===== config.mk =====
export PLATFORM = sky130hd
export DESIGN_NAME = param_seq_detector
export DESIGN_NICKNAME = d
export VERILOG_FILES = /design/src/rtl/param_seq_detector.sv
export SDC_FILE = /design/constraint.sdc
export NUM_CORES = 1
export LEC_CHECK = 0
export CAP_MARGIN = 20
export CORE_MARGIN = 4
export CORE_UTILIZATION = 45
export DETAILED_ROUTE_END_ITERATION = 12
export DONT_BUFFER_PORTS = 1
export SYNTH_ARGS = -nofsm -noshare
export SYNTH_HDL_FRONTEND = slang
export SYNTH_SLANG_ARGS = --single-unit

===== constraint.sdc =====
create_clock -name clk -period 4.1 [get_ports clk]
set_input_delay 1.025 -clock clk [delete_from_list [all_inputs] [get_ports clk]]
set_output_delay 1.025 -clock clk [all_outputs]
set_load 0.05 [all_outputs]

===== src/rtl/param_seq_detector.sv =====
// Programmable serial bit-pattern detector with saturating match counter
// and seven-segment readout of the low hex digit of the count.
module param_seq_detector #(
   parameter int MAX_LEN = 8,
   parameter int CNT_W   = 8,
   parameter int LW      = $clog2(MAX_LEN + 1)
) (
   input  logic               clk,
   input  logic               rst_n,
   input  logic               x_valid,
   input  logic               x,
   input  logic               cfg_load,
   input  logic [MAX_LEN-1:0] pattern_in,
   input  logic [LW-1:0]      pat_len_in,
   input  logic               overlap_in,
   input  logic               clr_count,
   output logic               match,
   output logic [CNT_W-1:0]   match_count,
   output logic [LW-1:0]      fill,
   output logic [7:0]         seg
);

   localparam logic [LW-1:0] MAX_LEN_L = LW'(MAX_LEN);

   logic [MAX_LEN-1:0] hist_q, hist_d;
   logic [LW-1:0]      fill_q, fill_d;
   logic               match_q, match_d;
   logic [CNT_W-1:0]   cnt_q, cnt_d;
   logic [MAX_LEN-1:0] pat_q, pat_d;
   logic [LW-1:0]      len_q, len_d;
   logic               ovl_q, ovl_d;
   logic [6:0]         seg_q, seg_d;

   logic [MAX_LEN-1:0] hist_next;
   logic [LW-1:0]      fill_next;
   logic [MAX_LEN-1:0] len_mask;
   logic               hit;

   function automatic logic [6:0] hex_to_seg(input logic [3:0] v);
      logic [6:0] s;
      case (v)
         4'h0: s = 7'h3F;
         4'h1: s = 7'h06;
         4'h2: s = 7'h5B;
         4'h3: s = 7'h4F;
         4'h4: s = 7'h66;
         4'h5: s = 7'h6D;
         4'h6: s = 7'h7D;
         4'h7: s = 7'h07;
         4'h8: s = 7'h7F;
         4'h9: s = 7'h6F;
         4'hA: s = 7'h77;
         4'hB: s = 7'h7C;
         4'hC: s = 7'h39;
         4'hD: s = 7'h5E;
         4'hE: s = 7'h79;
         default: s = 7'h71;
      endcase
      return s;
   endfunction

   // Candidate history, fill and pattern compare for the current sample
   always_comb begin
      hist_next = {hist_q[MAX_LEN-2:0], x};
      fill_next = (fill_q == MAX_LEN_L) ? fill_q : fill_q + 1'b1;
      len_mask  = '0;
      for (int unsigned i = 0; i < MAX_LEN; i++) begin
         len_mask[i] = (i < 32'(len_q));
      end
      hit = x_valid && !cfg_load && (len_q != '0) && (fill_next >= len_q) &&
            ((hist_next & len_mask) == (pat_q & len_mask));
   end

   // Next-state for config, history, match pulse, counter and display
   always_comb begin
      hist_d  = hist_q;
      fill_d  = fill_q;
      match_d = 1'b0;
      cnt_d   = cnt_q;
      pat_d   = pat_q;
      len_d   = len_q;
      ovl_d   = ovl_q;

      if (cfg_load) begin
         pat_d  = pattern_in;
         len_d  = (pat_len_in > MAX_LEN_L) ? MAX_LEN_L : pat_len_in;
         ovl_d  = overlap_in;
         hist_d = '0;
         fill_d = '0;
      end else if (x_valid) begin
         hist_d  = hist_next;
         // non-overlap restarts the fill so the next match needs fresh bits
         fill_d  = (hit && !ovl_q) ? '0 : fill_next;
         match_d = hit;
      end

      if (clr_count) begin
         cnt_d = '0;
      end else if (hit && (cnt_q != '1)) begin
         cnt_d = cnt_q + 1'b1;
      end

      // decoding the next count keeps the digit aligned with match_count
      seg_d = hex_to_seg(cnt_d[3:0]);
   end

   // State registers, asynchronous active-high reset
   always_ff @(posedge clk or posedge rst_n) begin
      if (rst_n) begin
         hist_q  <= '0;
         fill_q  <= '0;
         match_q <= 1'b0;
         cnt_q   <= '0;
         pat_q   <= '0;
         len_q   <= '0;
         ovl_q   <= 1'b0;
         seg_q   <= 7'h3F;
      end else begin
         hist_q  <= hist_d;
         fill_q  <= fill_d;
         match_q <= match_d;
         cnt_q   <= cnt_d;
         pat_q   <= pat_d;
         len_q   <= len_d;
         ovl_q   <= ovl_d;
         seg_q   <= seg_d;
      end
   end

   assign match       = match_q;
   assign match_count = cnt_q;
   assign fill        = fill_q;
   assign seg         = {match_q, seg_q};

endmodule


==> impl_metrics.toml <==
[global_route]
track_usage_pct = 15.7
grt_pass1_wl_um = 7640
grt_max_degree = 41
grt_pass1_vias = 1551
grt_antenna_before_repair = 0
gr-total-overflow = 0

[floorplan]
std_cell_rows = 25
initial_core_util_pct = 46.5
die_y_um = 78.1
design.core.area_mm2 = 0.00475
dieArea_mm2 = 0.00610
die_x_um = 78.1
io_pins = 40

[cts]
cts_made_buffers = 5
cts_resized = 0
hold_buffers = 0
path_clk_slew_ns = 0.07
post_cts.repair.setup_buffers = 0
clock_latency_ns = 0.28
cts.sinks = 40
tritoncts = "yes"
h-tree-depth = 2
clockRootBuffer = "clkbuf_8"
cts_max_path_buffers = 2

[finish]
final_layout_size_suffix_gt1_share_pct = 16.3
nNetsFinal = 247
multi_input_area_mm2 = 0.00110
fill_cells = 473
diodes = 0
areaGrowthSynthToFinish_pct = 7.98
regArea_mm2 = 0.00101
final_area_mm2 = 0.00239

[route]
viasPerCell = 5.29
route.detailed.drc = 0
final_antenna_net_count = 0
vias = 1492
firstDrtPassIters = 4
wl_per_cell_um = 15.8
routed_wirelength_um = 4460
drt-initial-drc-count = 63

[timing]
period_share_pct = 86.3
finalSetupViolCount = 0
hold_violations = 0
max-slew-margin-rel_pct = 41.9
finClkSkew_ns = 0.00209
rsz0062_at_grt = "no"
clock.fmax_mhz = 283
min_period_ns = 3.54
fin_tns_setup_ns = 0
whs_ns = 0.524
tightest_slew_ns = 0.872
drv_slew = 0

[synthesis]
ys_types = 45
synth_area_mm2 = 0.00221
syn_area_per_cell_um2 = 10.6
synth_warnings = 0
synthFlopType = "dfrtp_1"
syn_nets = 241
netlist_top_cells_area = "dfrtp_1 38%, ha_1 7.9%, dfstp_2 7.1%"
synth_most_common_cell = "dfrtp_1"
yosys.area.top_type_share_pct = 38.5
synth_top_cell_by_area = "dfrtp_1"
netlist_instances = 208
ys_ff_latch = 40
async_reset_ff_share_pct = 100
synth-edff-count = 0
ys_top_cells_by_count = "34 x dfrtp_1, 18 x nor2_1, 17 x inv_1, 15 x mux2i_1, 15 x nand2_1"
yosysSeqAreaShare_pct = 45.6

[critical_path]
r2r_cells = 17
cp_data_required_time_ns = 4.32
path_cells = "inv_1, ha_1, nand2_1, nor2_1, xnor2_1, ha_1, nand2b_1, a211o_1, a21oi_1, buf_4, nor3b_2, mux2i_1, nor2_1, inv_1, ha_1, mux2_1, mux2i_1"
r2r_end = "seg_q[3]$_DFF_PP1_"
critPathBufInv = 3
crit_end = "seg_q[3]$_DFF_PP1_"
worstSetupEndpointType = "flip-flop"
reg2reg_slack_ns = 0.56
crit_arrival_ns = 3.75
worstSetupPathType = "flip-flop to flip-flop"
start_kind = "flip-flop"
crit_top_cell = "ha_1"
crit_family = "simple AND/OR/NAND/NOR gates"
cp-startpoint = "fill[0]$_DFFE_PP0P_"
timing.rr.start = "fill[0]$_DFFE_PP0P_"
crit_slowest_cell = "dfrtp_1"
cp_slowest_stage_delay_ns = 0.38
path_depth = 17
cp_max_fo = 7

[place]
dp_hpwl_um = 3230
routabilityCongestion = 0.783
placed_cell_area_mm2 = 0.00231
portBuffers = 0

[power_and_ir_drop]
p_leak_uw = 0.00111
power_per_cell_area_mw_per_mm2 = 319
ir_worst_vdd_mv = 0.159

[worst_hold_path]
hold_path_class = "flip-flop to flip-flop"

[job]
drv_cap = 0

[status]
run_status = "finished clean"
kinds of logic after synthesis:
| family | after synthesis | share of synthesized area (%) |
|---|---|---|
| AOI/OAI and AO/OA | 24 | 8.15 |
| buffers and inverters | 25 | 4.75 |
| adders and majority gates | 14 | 7.92 |
| muxes | 26 | 12.5 |
| DFF | 40 | 45.6 |
| xor gates and xnor gates | 16 | 6.34 |
| and+or+nand+nor | 63 | 14.8 |
through the flow:
step	total power (µW)	cells	worst slack, ns	util, %
after global placement	517	274	0.716	48.5
after floorplan	505	208	0.386	-
final	762	282	0.563	50.2
after global routing	802	282	0.168	50.2
after CTS	772	282	0.518	50.2
after detailed placement	520	274	0.550	48.5
power breakdown:
| group | internal (µW) | total, µW | leakage, µW | switching [µW] |
|---|---|---|---|---|
| clock | 119 | 250 | 0.0000422 | 131 |
| sequential | 410 | 429 | 0.000511 | 18.5 |
| combinational | 39.2 | 82.9 | 0.000557 | 43.8 |
layout by cell type, fill, tap and decap left out, types with 6 or more instances in the layout:
| cell type | n |
|---|---|
| a21oi_1 | 6 |
| buf_4 | 7 |
| dfrtp_1 | 34 |
| dfstp_2 | 6 |
| ha_1 | 14 |
| inv_1 | 17 |
| mux2_2 | 9 |
| mux2i_1 | 15 |
| nand2_1 | 15 |
| nor2_1 | 18 |
| xnor2_1 | 7 |
| xor2_1 | 9 |
state kept, by name, indices dropped and copies added, names as in the netlist:
register and count:
fill 4, hist_q 7, len_q 4, match 1
match_count 8, ovl_q 1, pat_q 8, seg_q 7
how the worst min path moves through the flow:
stage	slack [ns]	to	cells past startpoint	from
floorplan	0.47	ovl_q$_DFFE_PP0P_	1	ovl_q$_DFFE_PP0P_
global placement	0.51	pat_q[5]$_DFFE_PP0P_	1	pat_q[5]$_DFFE_PP0P_
detailed placement	0.51	ovl_q$_DFFE_PP0P_	1	ovl_q$_DFFE_PP0P_
CTS	0.52	ovl_q$_DFFE_PP0P_	1	ovl_q$_DFFE_PP0P_
global route	0.55	ovl_q$_DFFE_PP0P_	1	ovl_q$_DFFE_PP0P_
finish	0.52	ovl_q$_DFFE_PP0P_	1	ovl_q$_DFFE_PP0P_
per-layer routing:
metal	up-vias	part of all wire [%]	global-route usage, %
met5	-	0	0
met4	0	0.56	4.90
met3	4	5.7	6.88
met2	35	49	24.6
met1	724	44	19.6
li1	729	-	-
worst register-to-register path, stage by stage (launching register included):
cell and delay [ns]:
dfrtp_1 0.38, inv_1 0.09, ha_1 0.15, nand2_1 0.06
nor2_1 0.12, xnor2_1 0.19, ha_1 0.29, nand2b_1 0.14
a211o_1 0.28, a21oi_1 0.16, buf_4 0.18, nor3b_2 0.07
mux2i_1 0.15, nor2_1 0.37, inv_1 0.13, ha_1 0.26
mux2_1 0.31, mux2i_1 0.13
layout make-up:
class,count,area share [%]
Clock buffer,7,3.20
Tap cell,67,3.51
Multi-Input combinational cell,143,46.0
Sequential cell,40,42.2
Inverter,17,2.67
Clock inverter,1,0.210
Timing Repair Buffer,7,2.20
No activity file was read; power rests on OpenSTA's default activity.
